==> src/rtl/mem_port_arbiter.sv <==
// -----------------------------------------------------------------------------
// mem_port_arbiter
//
// Shares one single-port, word-wide, fixed-latency memory between the
// instruction-fetch port (IF) and the load/store data port (D). The data port
// has priority. A starvation counter forces an IF win after STARVE_LIMIT
// consecutive data grants taken while IF was also requesting.
//
// Only one transaction is outstanding at a time:
//   IDLE/RESP (arbitrate) -> ISSUE -> WAIT (MEM_LATENCY-1 cycles) -> CAPT -> RESP
// The grant pulse is visible in the cycle after the arbitration decision
// (ISSUE). rvalid is visible in RESP, MEM_LATENCY+2 cycles after that decision.
// RESP also arbitrates, so transfers can run back to back.
//
// Optional feature (compile-time macro MEM_ARB_ALIGN_CHECK_EN):
//   Misaligned accesses are still granted but never reach memory. They go
//   ISSUE -> RESP and return rdata=0 with rvalid and err high together. With
//   the macro undefined the err port does not exist and addr[1:0] is ignored.
//
// Ports:
//   clk, rst        clock, synchronous active-low reset
//   if_req/if_addr  fetch request (held until if_gnt), byte address
//   if_gnt          one-cycle fetch accept pulse
//   if_rvalid       one-cycle fetch response pulse, if_rdata valid with it
//   d_req/d_we/d_be/d_addr/d_wdata
//                   data request (held until d_gnt), store flag, byte enables,
//                   byte address, store data
//   d_gnt           one-cycle data accept pulse
//   d_rvalid        one-cycle data response pulse (also acknowledges stores),
//                   d_rdata valid with it (0 for stores)
//   mem_en/mem_we/mem_be/mem_addr/mem_wdata
//                   memory strobe, write enable, byte enables, word address,
//                   write data
//   mem_rdata       memory read data, valid MEM_LATENCY cycles after mem_en
//   busy            high whenever the FSM is not IDLE
//   err             misaligned-access pulse (macro builds only)
// All outputs are registered.
// -----------------------------------------------------------------------------
module mem_port_arbiter #(
  parameter int ADDR_W       = 8,
  parameter int DATA_W       = 32,
  parameter int MEM_LATENCY  = 1,
  parameter int STARVE_LIMIT = 4
) (
  input  logic              clk,
  input  logic              rst,
  input  logic              if_req,
  input  logic [ADDR_W-1:0] if_addr,
  output logic              if_gnt,
  output logic              if_rvalid,
  output logic [DATA_W-1:0] if_rdata,
  input  logic              d_req,
  input  logic              d_we,
  input  logic [3:0]        d_be,
  input  logic [ADDR_W-1:0] d_addr,
  input  logic [DATA_W-1:0] d_wdata,
  output logic              d_gnt,
  output logic              d_rvalid,
  output logic [DATA_W-1:0] d_rdata,
  output logic              mem_en,
  output logic              mem_we,
  output logic [3:0]        mem_be,
  output logic [ADDR_W-3:0] mem_addr,
  output logic [DATA_W-1:0] mem_wdata,
  input  logic [DATA_W-1:0] mem_rdata,
  output logic              busy
`ifdef MEM_ARB_ALIGN_CHECK_EN
  ,
  output logic              err
`endif
);

  localparam int SC_W = $clog2(STARVE_LIMIT + 1);
  localparam int WA_W = ADDR_W - 2;

  // Elaboration-time parameter checks
  generate
    if (DATA_W != 32) begin : g_bad_data_w
      $error("mem_port_arbiter: DATA_W must be 32");
    end
    if (MEM_LATENCY < 1 || MEM_LATENCY > 4) begin : g_bad_latency
      $error("mem_port_arbiter: MEM_LATENCY must be in 1..4");
    end
    if (STARVE_LIMIT < 1) begin : g_bad_starve
      $error("mem_port_arbiter: STARVE_LIMIT must be at least 1");
    end
  endgenerate

  typedef enum logic [2:0] {IDLE, ISSUE, WAIT, CAPT, RESP} state_t;

  state_t            state_reg, state_next;
  logic [SC_W-1:0]   starve_cnt_reg, starve_cnt_next;
  logic [1:0]        lat_cnt_reg, lat_cnt_next;
  logic              owner_d_reg, owner_d_next;     // 1 = data port owns the transaction
  logic [WA_W-1:0]   cap_waddr_reg, cap_waddr_next;
  logic              cap_we_reg, cap_we_next;
  logic [3:0]        cap_be_reg, cap_be_next;
  logic [DATA_W-1:0] cap_wdata_reg, cap_wdata_next;
  logic              misalign_reg, misalign_next;

  logic arb_point;
  logic grant_if;
  logic grant_d;
  logic misalign_win;

  assign arb_point = (state_reg == IDLE) || (state_reg == RESP);
  assign grant_if  = arb_point && if_req &&
                     (!d_req || (starve_cnt_reg == SC_W'(STARVE_LIMIT)));
  assign grant_d   = arb_point && d_req && !grant_if;

`ifdef MEM_ARB_ALIGN_CHECK_EN
  // Misalignment of whichever request wins this arbitration
  always_comb begin
    misalign_win = 1'b0;
    if (grant_if) begin
      misalign_win = (if_addr[1:0] != 2'b00);
    end else if (grant_d) begin
      misalign_win = ((d_be == 4'b1111) && (d_addr[1:0] != 2'b00)) ||
                     (((d_be == 4'b0011) || (d_be == 4'b1100)) && d_addr[0]);
    end
  end
`else
  // Byte offset bits are intentionally ignored in this build
  logic unused_addr_lsbs;
  assign unused_addr_lsbs = ^{if_addr[1:0], d_addr[1:0]};
  assign misalign_win     = 1'b0;
`endif

  // ---------------------------------------------------------------------------
  // State register
  // ---------------------------------------------------------------------------
  always_ff @(posedge clk) begin
    if (!rst) begin
      state_reg      <= IDLE;
      starve_cnt_reg <= '0;
      lat_cnt_reg    <= '0;
      owner_d_reg    <= 1'b0;
      cap_waddr_reg  <= '0;
      cap_we_reg     <= 1'b0;
      cap_be_reg     <= '0;
      cap_wdata_reg  <= '0;
      misalign_reg   <= 1'b0;
    end else begin
      state_reg      <= state_next;
      starve_cnt_reg <= starve_cnt_next;
      lat_cnt_reg    <= lat_cnt_next;
      owner_d_reg    <= owner_d_next;
      cap_waddr_reg  <= cap_waddr_next;
      cap_we_reg     <= cap_we_next;
      cap_be_reg     <= cap_be_next;
      cap_wdata_reg  <= cap_wdata_next;
      misalign_reg   <= misalign_next;
    end
  end

  // ---------------------------------------------------------------------------
  // Next-state logic, including arbitration and request capture
  // ---------------------------------------------------------------------------
  always_comb begin
    state_next      = state_reg;
    starve_cnt_next = starve_cnt_reg;
    lat_cnt_next    = lat_cnt_reg;
    owner_d_next    = owner_d_reg;
    cap_waddr_next  = cap_waddr_reg;
    cap_we_next     = cap_we_reg;
    cap_be_next     = cap_be_reg;
    cap_wdata_next  = cap_wdata_reg;
    misalign_next   = misalign_reg;

    case (state_reg)
      IDLE, RESP: begin
        // The counter only tracks data wins taken while IF was waiting
        if (!if_req || grant_if) begin
          starve_cnt_next = '0;
        end else if (grant_d) begin
          starve_cnt_next = starve_cnt_reg + SC_W'(1);
        end

        if (grant_if || grant_d) begin
          state_next     = ISSUE;
          owner_d_next   = grant_d;
          misalign_next  = misalign_win;
          cap_waddr_next = grant_d ? d_addr[ADDR_W-1:2] : if_addr[ADDR_W-1:2];
          cap_we_next    = grant_d && d_we;
          cap_be_next    = grant_d ? d_be : 4'b1111;
          cap_wdata_next = grant_d ? d_wdata : '0;
        end else begin
          state_next = IDLE;
        end
      end

      ISSUE: begin
        lat_cnt_next = '0;
        if (misalign_reg) begin
          state_next = RESP;
        end else if (MEM_LATENCY > 1) begin
          state_next = WAIT;
        end else begin
          state_next = CAPT;
        end
      end

      WAIT: begin
        // WAIT occupies MEM_LATENCY-1 cycles: counter values 0..MEM_LATENCY-2
        if (lat_cnt_reg == 2'(MEM_LATENCY - 2)) begin
          state_next = CAPT;
        end else begin
          lat_cnt_next = lat_cnt_reg + 2'd1;
        end
      end

      CAPT: begin
        state_next = RESP;
      end

      default: begin
        state_next = IDLE;
      end
    endcase
  end

  // ---------------------------------------------------------------------------
  // Output logic: next values are decoded from the upcoming state so that the
  // registered outputs line up with the state they belong to.
  // ---------------------------------------------------------------------------
  logic              if_gnt_next, d_gnt_next;
  logic              if_rvalid_next, d_rvalid_next;
  logic [DATA_W-1:0] if_rdata_next, d_rdata_next;
  logic              mem_en_next, mem_we_next;
  logic [3:0]        mem_be_next;
  logic [WA_W-1:0]   mem_addr_next;
  logic [DATA_W-1:0] mem_wdata_next;
  logic              busy_next;
  logic              err_next;

  always_comb begin
    if_gnt_next    = (state_next == ISSUE) && !owner_d_next;
    d_gnt_next     = (state_next == ISSUE) &&  owner_d_next;
    if_rvalid_next = (state_next == RESP)  && !owner_d_next;
    d_rvalid_next  = (state_next == RESP)  &&  owner_d_next;
    err_next       = (state_next == RESP)  &&  misalign_next;
    busy_next      = (state_next != IDLE);

    mem_en_next    = (state_next == ISSUE) && !misalign_next;
    mem_we_next    = mem_en_next && cap_we_next;
    mem_be_next    = mem_en_next ? cap_be_next    : 4'b0000;
    mem_addr_next  = mem_en_next ? cap_waddr_next : '0;
    mem_wdata_next = mem_en_next ? cap_wdata_next : '0;

    // rdata holds between responses; it is loaded once per transaction
    if_rdata_next = if_rdata;
    d_rdata_next  = d_rdata;
    if (state_reg == CAPT) begin
      if (owner_d_reg) begin
        d_rdata_next = cap_we_reg ? '0 : mem_rdata;
      end else begin
        if_rdata_next = mem_rdata;
      end
    end else if ((state_reg == ISSUE) && misalign_reg) begin
      if (owner_d_reg) begin
        d_rdata_next = '0;
      end else begin
        if_rdata_next = '0;
      end
    end
  end

  always_ff @(posedge clk) begin
    if (!rst) begin
      if_gnt    <= 1'b0;
      d_gnt     <= 1'b0;
      if_rvalid <= 1'b0;
      d_rvalid  <= 1'b0;
      if_rdata  <= '0;
      d_rdata   <= '0;
      mem_en    <= 1'b0;
      mem_we    <= 1'b0;
      mem_be    <= '0;
      mem_addr  <= '0;
      mem_wdata <= '0;
      busy      <= 1'b0;
    end else begin
      if_gnt    <= if_gnt_next;
      d_gnt     <= d_gnt_next;
      if_rvalid <= if_rvalid_next;
      d_rvalid  <= d_rvalid_next;
      if_rdata  <= if_rdata_next;
      d_rdata   <= d_rdata_next;
      mem_en    <= mem_en_next;
      mem_we    <= mem_we_next;
      mem_be    <= mem_be_next;
      mem_addr  <= mem_addr_next;
      mem_wdata <= mem_wdata_next;
      busy      <= busy_next;
    end
  end

`ifdef MEM_ARB_ALIGN_CHECK_EN
  always_ff @(posedge clk) begin
    if (!rst) begin
      err <= 1'b0;
    end else begin
      err <= err_next;
    end
  end
`else
  logic unused_err;
  assign unused_err = err_next;
`endif

endmodule

==> config.mk <==
export PLATFORM = sky130hd
export DESIGN_NAME = mem_port_arbiter
export DESIGN_NICKNAME = d
export VERILOG_FILES = /design/src/rtl/mem_port_arbiter.sv
export SDC_FILE = /design/constraint.sdc
export NUM_CORES = 1
export LEC_CHECK = 0
export CORE_ASPECT_RATIO = 0.8
export CORE_UTILIZATION = 40
export DETAILED_ROUTE_END_ITERATION = 10
export GPL_TIMING_DRIVEN = 0
export PLACE_DENSITY = 0.78
export SYNTH_ARGS = -nofsm -noshare
export SYNTH_HDL_FRONTEND = slang
export SYNTH_SLANG_ARGS = --single-unit
==> constraint.sdc <==
create_clock -name clk -period 2.16 [get_ports clk]
set_input_delay 0.648 -clock clk [delete_from_list [all_inputs] [get_ports clk]]
set_output_delay 0.648 -clock clk [all_outputs]
set_load 0.03 [all_outputs]
# Word level (Yosys, flattened, before mapping)
# Index checks and enable logic that the tools add are counted.
dict set report totals {
  reg_bits 166
  latch_bits 0
  ramBits 0
  romBits 0
  inputBits 89
  out_inout_bits 113
  elab_cells 100
  n_memories 0
}
dict set report classes {
  addsub 2
  mul 0
  div_mod_pow 0
  order_cmp 0
  eq_ne 13
  shifts 0
  muxes 32
  bitwise 0
  n_reduce_logical 32
}
# operator count
set ops {}
lappend ops {{$mux W32} 12}
lappend ops {{$mux W6} 3}
lappend ops {{$logic_and A1 B1 Y1} 12}
lappend ops {{$mux W3} 4}
lappend ops {{$mux W4} 3}
lappend ops {{$pmux W3 S4} 1}
lappend ops {{$ne A2 B2 Y1 const B} 5}
lappend ops {{$eq A3 B3 Y1 const B} 3}
lappend ops {{$mux W1} 7}
lappend ops {{$eq A3 B1 Y1 const B} 2}
lappend ops {{$eq A3 B2 Y1 const B} 2}
lappend ops {{$reduce_and A2 Y1} 3}
lappend ops {{$reduce_and A3 Y1} 2}
lappend ops {{$reduce_bool A2 Y1} 3}
lappend ops {{$logic_not A1 Y1} 5}
lappend ops {{$logic_or A1 B1 Y1} 4}
lappend ops {{$pmux W2 S2} 1}
lappend ops {{$add A3 B1 Y3 const B} 1}
lappend ops {{$logic_not A3 Y1} 1}
lappend ops {{$reduce_bool A3 Y1} 1}
lappend ops {{$add A2 B1 Y2 const B} 1}
lappend ops {{$eq A2 B2 Y1 const B} 1}
lappend ops {{$mux W2} 1}
lappend ops {{$reduce_or A2 Y1} 1}

# Logic depth before layout (Yosys ltp)
dict set report logic_depth {
  word_depth 12
  mapped_depth 7
  mapped_depth_nobuf 5
}

# Worst setup path after synthesis
# OpenSTA, ideal clock, no wires.
dict set report synth_path {
  kind {input to register}
  start {input port if_req}
  end {register mem_be[0]}
  setup_ns 0.115
  arrival_time_ns 1.589
  required_time_ns 2.045
  setup_slack_ns 0.456
  cell_stages 7
  path_buffers 3
  cell_sequence {buf_2 or2_1 buf_2 nand3_1 inv_2 buf_2 o21a_1}
}
dict set report synth_between {
  elab_chain_len 10
  elab_cells_between_ends 16
  classes_between {eq/ne (1); mux (7); reduce/logical (8)}
}
# item line_no
set synth_lines {}
lappend synth_lines {{start: declaration} 47} ;# input logic if_req,
lappend synth_lines {{$logic_and A1 B1 Y1 (*) (2 in series)} 107} ;# assign grant_if = arb_point && if_req &&
lappend synth_lines {{$logic_not A1 Y1} 109} ;# assign grant_d = arb_point && d_req && !grant_if;
lappend synth_lines {{$logic_and A1 B1 Y1} 109}
lappend synth_lines {{$logic_or A1 B1 Y1} 179} ;# if (grant_if || grant_d) begin
lappend synth_lines {{$mux W1} 179}
lappend synth_lines {{$pmux W3 S4 or $mux W1 (tied branches)} 170} ;# case (state_reg)
lappend synth_lines {{$eq A3 B1 Y1 or $logic_not A1 Y1 (tied branches)} 244} ;# mem_en_next = (state_next == ISSUE) && !misalign_next;
lappend synth_lines {{$logic_and A1 B1 Y1} 244}
lappend synth_lines {{$reduce_and A2 Y1 (no line)} n/a}
lappend synth_lines {{end signal: assignment} 291} ;# mem_be <= mem_be_next;
lappend synth_lines {{end: declaration} 62} ;# output logic [3:0] mem_be,
# Every way passes the cells marked *; elsewhere a longest branch is shown, timed or not.
# A chain may end at the register's enable or synchronous reset.

# Worst setup path in the final report
dict set report layout_path {
  start {register d_rdata[19]}
  end {output port d_rdata[19]}
}
# item line_no
set layout_rtl {}
lappend layout_rtl {{start: declaration} 59} ;# output logic [DATA_W-1:0] d_rdata,
lappend layout_rtl {{start signal: assignment} 288} ;# d_rdata <= d_rdata_next;
# No word-level cell between the ends.

==> results.yml <==
place:
  gp_congestion: 0.854
  port_buffers: 196
  dpl.hpwl_mm: 9.85
  dp.cells: 793
  place_area_mm2: 0.00657
  post-place-ws_ns: -0.365
detailed_routing:
  antenna_left: 0
  vias_per_cell: 5.14
  drt_iter0_drc: 167
  drc_errors: 0
  avgRoutedWirePerCell_um: 16.3
  first_pass_iters: 6
  vias: 4240
  wirelength_mm: 13.5
worst_setup_path:
  critical_path.max_stage_delay_ns: 0.71
  start_kind: "flop"
  crit_path_max_fanout: 2
  cp.required_ns: 1.51
  endpoint_kind: "primary output"
  timing.critical_path.buf_inv: 1
  cp.arrival_ns: 1.46
  cp_slowest_cell: "clkdlybuf4s50_1"
  worstRegToRegCells: 7
  crit_chain: "clkdlybuf4s50_1"
  path_delay_family: "buffers and inverters"
  path_depth: 1
  crit_type: "flop to primary output"
die:
  io_pins: 202
  core_mm2: 0.0105
  die_h_um: 96.1
  dieWidth_um: 120
  die_area_mm2: 0.0115
  start_util: 0.422
  rows: 33
global_route:
  grt_usage: 0.233
  antenna_found_initial: 0
  grt_overflow_total: 0
  grt_pass1_vias: 4087
  grt_pass1_wl_mm: 20.7
  grt_max_degree: 17
synthesis:
  synth_edf_count: 0
  synth_area_per_cell_um2: 9.69
  synth_nets: 549
  yosysSeqAreaShare: 0.565
  synth_top_area_cell: "dfxtp_1"
  yosys_warnings: 0
  yosysUniqueCellTypes: 41
  syn_area_mm2: 0.00443
  ys_seq_elements: 125
  postSynthCellCount: 457
  yosysMostFrequentCell: "dfxtp_1"
  synth_top_area_share: 0.565
  synthArstFlopShare: 0
  yosys-top-cells-area: "dfxtp_1 57%, a22o_1 6.3%, o31ai_1 5.4%"
  netlist_top_cells_count: "125 x dfxtp_1, 40 x a21oi_1, 39 x nor2_1, 37 x nand2_1, 36 x nand3_1"
  ys.flop_type: "dfxtp_1"
timing:
  slew_headroom: 0.590
  setup_viol: 0
  hold_slack_ns: 0.474
  rsz0062_at_grt: "false"
  max_freq_mhz: 474
  setup_ws_ns: 0.0523
  period_share: 0.976
  hold_violations: 0
  tightest_slew_ns: 0.609
  period_minus_slack_ns: 2.11
  slew_viol_final: 0
  clock_skew_ns: 0.00868
clock_network:
  insertion_delay_ns: 0.41
  cts_sinks: 125
  cts.clk_slew.worst_paths_ns: 0.05
  clockBufferDepth: 2
  cts_tree: "yes"
  numCtsBuffers: 17
  ctsHoldBuffers: 0
  cts-root-buf: "clkbuf_16"
  h-tree-depth: 4
layout:
  syn2layout_area_growth_pct: 61.6
  top_regs: "d_rdata: 32 flops, if_rdata: 32 flops, mem_wdata: 32 flops"
  drive_gt1_frac: 0.0905
  final_core_util: 0.682
  final_nets: 764
  final_area_mm2: 0.00715
  fin_cells: 825
  n_antenna_cell: 0
power:
  p_per_area_mw_per_mm2: 870
  ir_drop_v: 0.000670
  p_leak_nw: 2.69
job:
  max_cap_violations: 0
worst_hold_path:
  hp-class: "flop to flop"
  holdPathStages: 1
outcome:
  outcome: "finished, final reports clean"
==> cells by family (layout without fill, tap and decap cells) <==
group	count (synthesis)	in the layout	share of synthesized area
AOI/OAI and AO/OA	135	135	0.214
adders and majority gates	3	3	0.00848
DFF	125	125	0.565
and+or+nand+nor	140	140	0.152
buffers and inverters	54	282	0.0602
==> power breakdown <==
part           internal, mW  total (mW)  leakage (nW)  switching (mW)
Combinational         0.424       0.979          1.39           0.555
Clock                  1.81        2.80         0.291           0.986
Sequential             2.40        2.45          1.01          0.0445
==> through the flow <==
step,setup TNS [ns],total power [mW]
after CTS,0,6.25
final,0,6.22
after global placement,-18.43,3.44
after global routing,0,6.45
after floorplan,0,3.02
after detailed placement,-21.32,3.46
==> repair_timing <==
action                     4_1_cts  5_1_grt
gates resized for setup          0        2
setup endpoints to repair        0       29
setup buffers                    0        0
==> routing by layer <==
metal  global-route usage  vias up  routed length, um
li1                     -     2051                  -
met4               0.0938        0                212
met5                    0        -                  0
met3               0.0675       14                770
met1                0.285     2059               5990
met2                0.390      116               6490
==> path summary, 6_finish.rpt <==
kind	startpoint	to	slack, ns
setup / recovery	d_rdata[19]	d_rdata[19]	0.05
hold / removal	d_rdata[3]	d_rdata[3]	0.47
setup reg to reg	starve_cnt_reg[0]	mem_wdata[11]	0.37
hold reg to reg	d_rdata[3]	d_rdata[3]	0.47
==> area by class of cell <==
cell class	instances	area, um^2
Fill cell	815	3330
Sequential cell	125	2500
Timing Repair Buffer	196	1960
Multi-Input combinational cell	278	1670
Clock buffer	25	495
Buffer	48	244
Tap cell	140	175
Clock inverter	7	85.1
Inverter	6	22.5
==> cell usage in the layout (no fill, tap or decap), types with 3 or more instances in the layout <==
cell type | synthesis | final
o21ai_0 | 4 | 4
nand2_1 | 37 | 37
clkbuf_8 | 0 | 4
o21a_1 | 11 | 11
a22o_1 | 32 | 32
nor2_1 | 39 | 39
a21oi_1 | 40 | 40
clkdlybuf4s50_1 | 0 | 195
clkbuf_16 | 0 | 17
ha_1 | 3 | 3
clkbuf_1 | 15 | 19
nor2b_1 | 3 | 3
buf_6 | 3 | 3
clkinv_2 | 0 | 5
buf_1 | 3 | 3
a21boi_1 | 6 | 6
buf_2 | 23 | 23
dfxtp_1 | 125 | 125
inv_1 | 5 | 5
buf_4 | 3 | 3
nand3_1 | 36 | 36
and3_1 | 8 | 8
o31ai_1 | 32 | 32
Power figures use the tool's default switching activity.
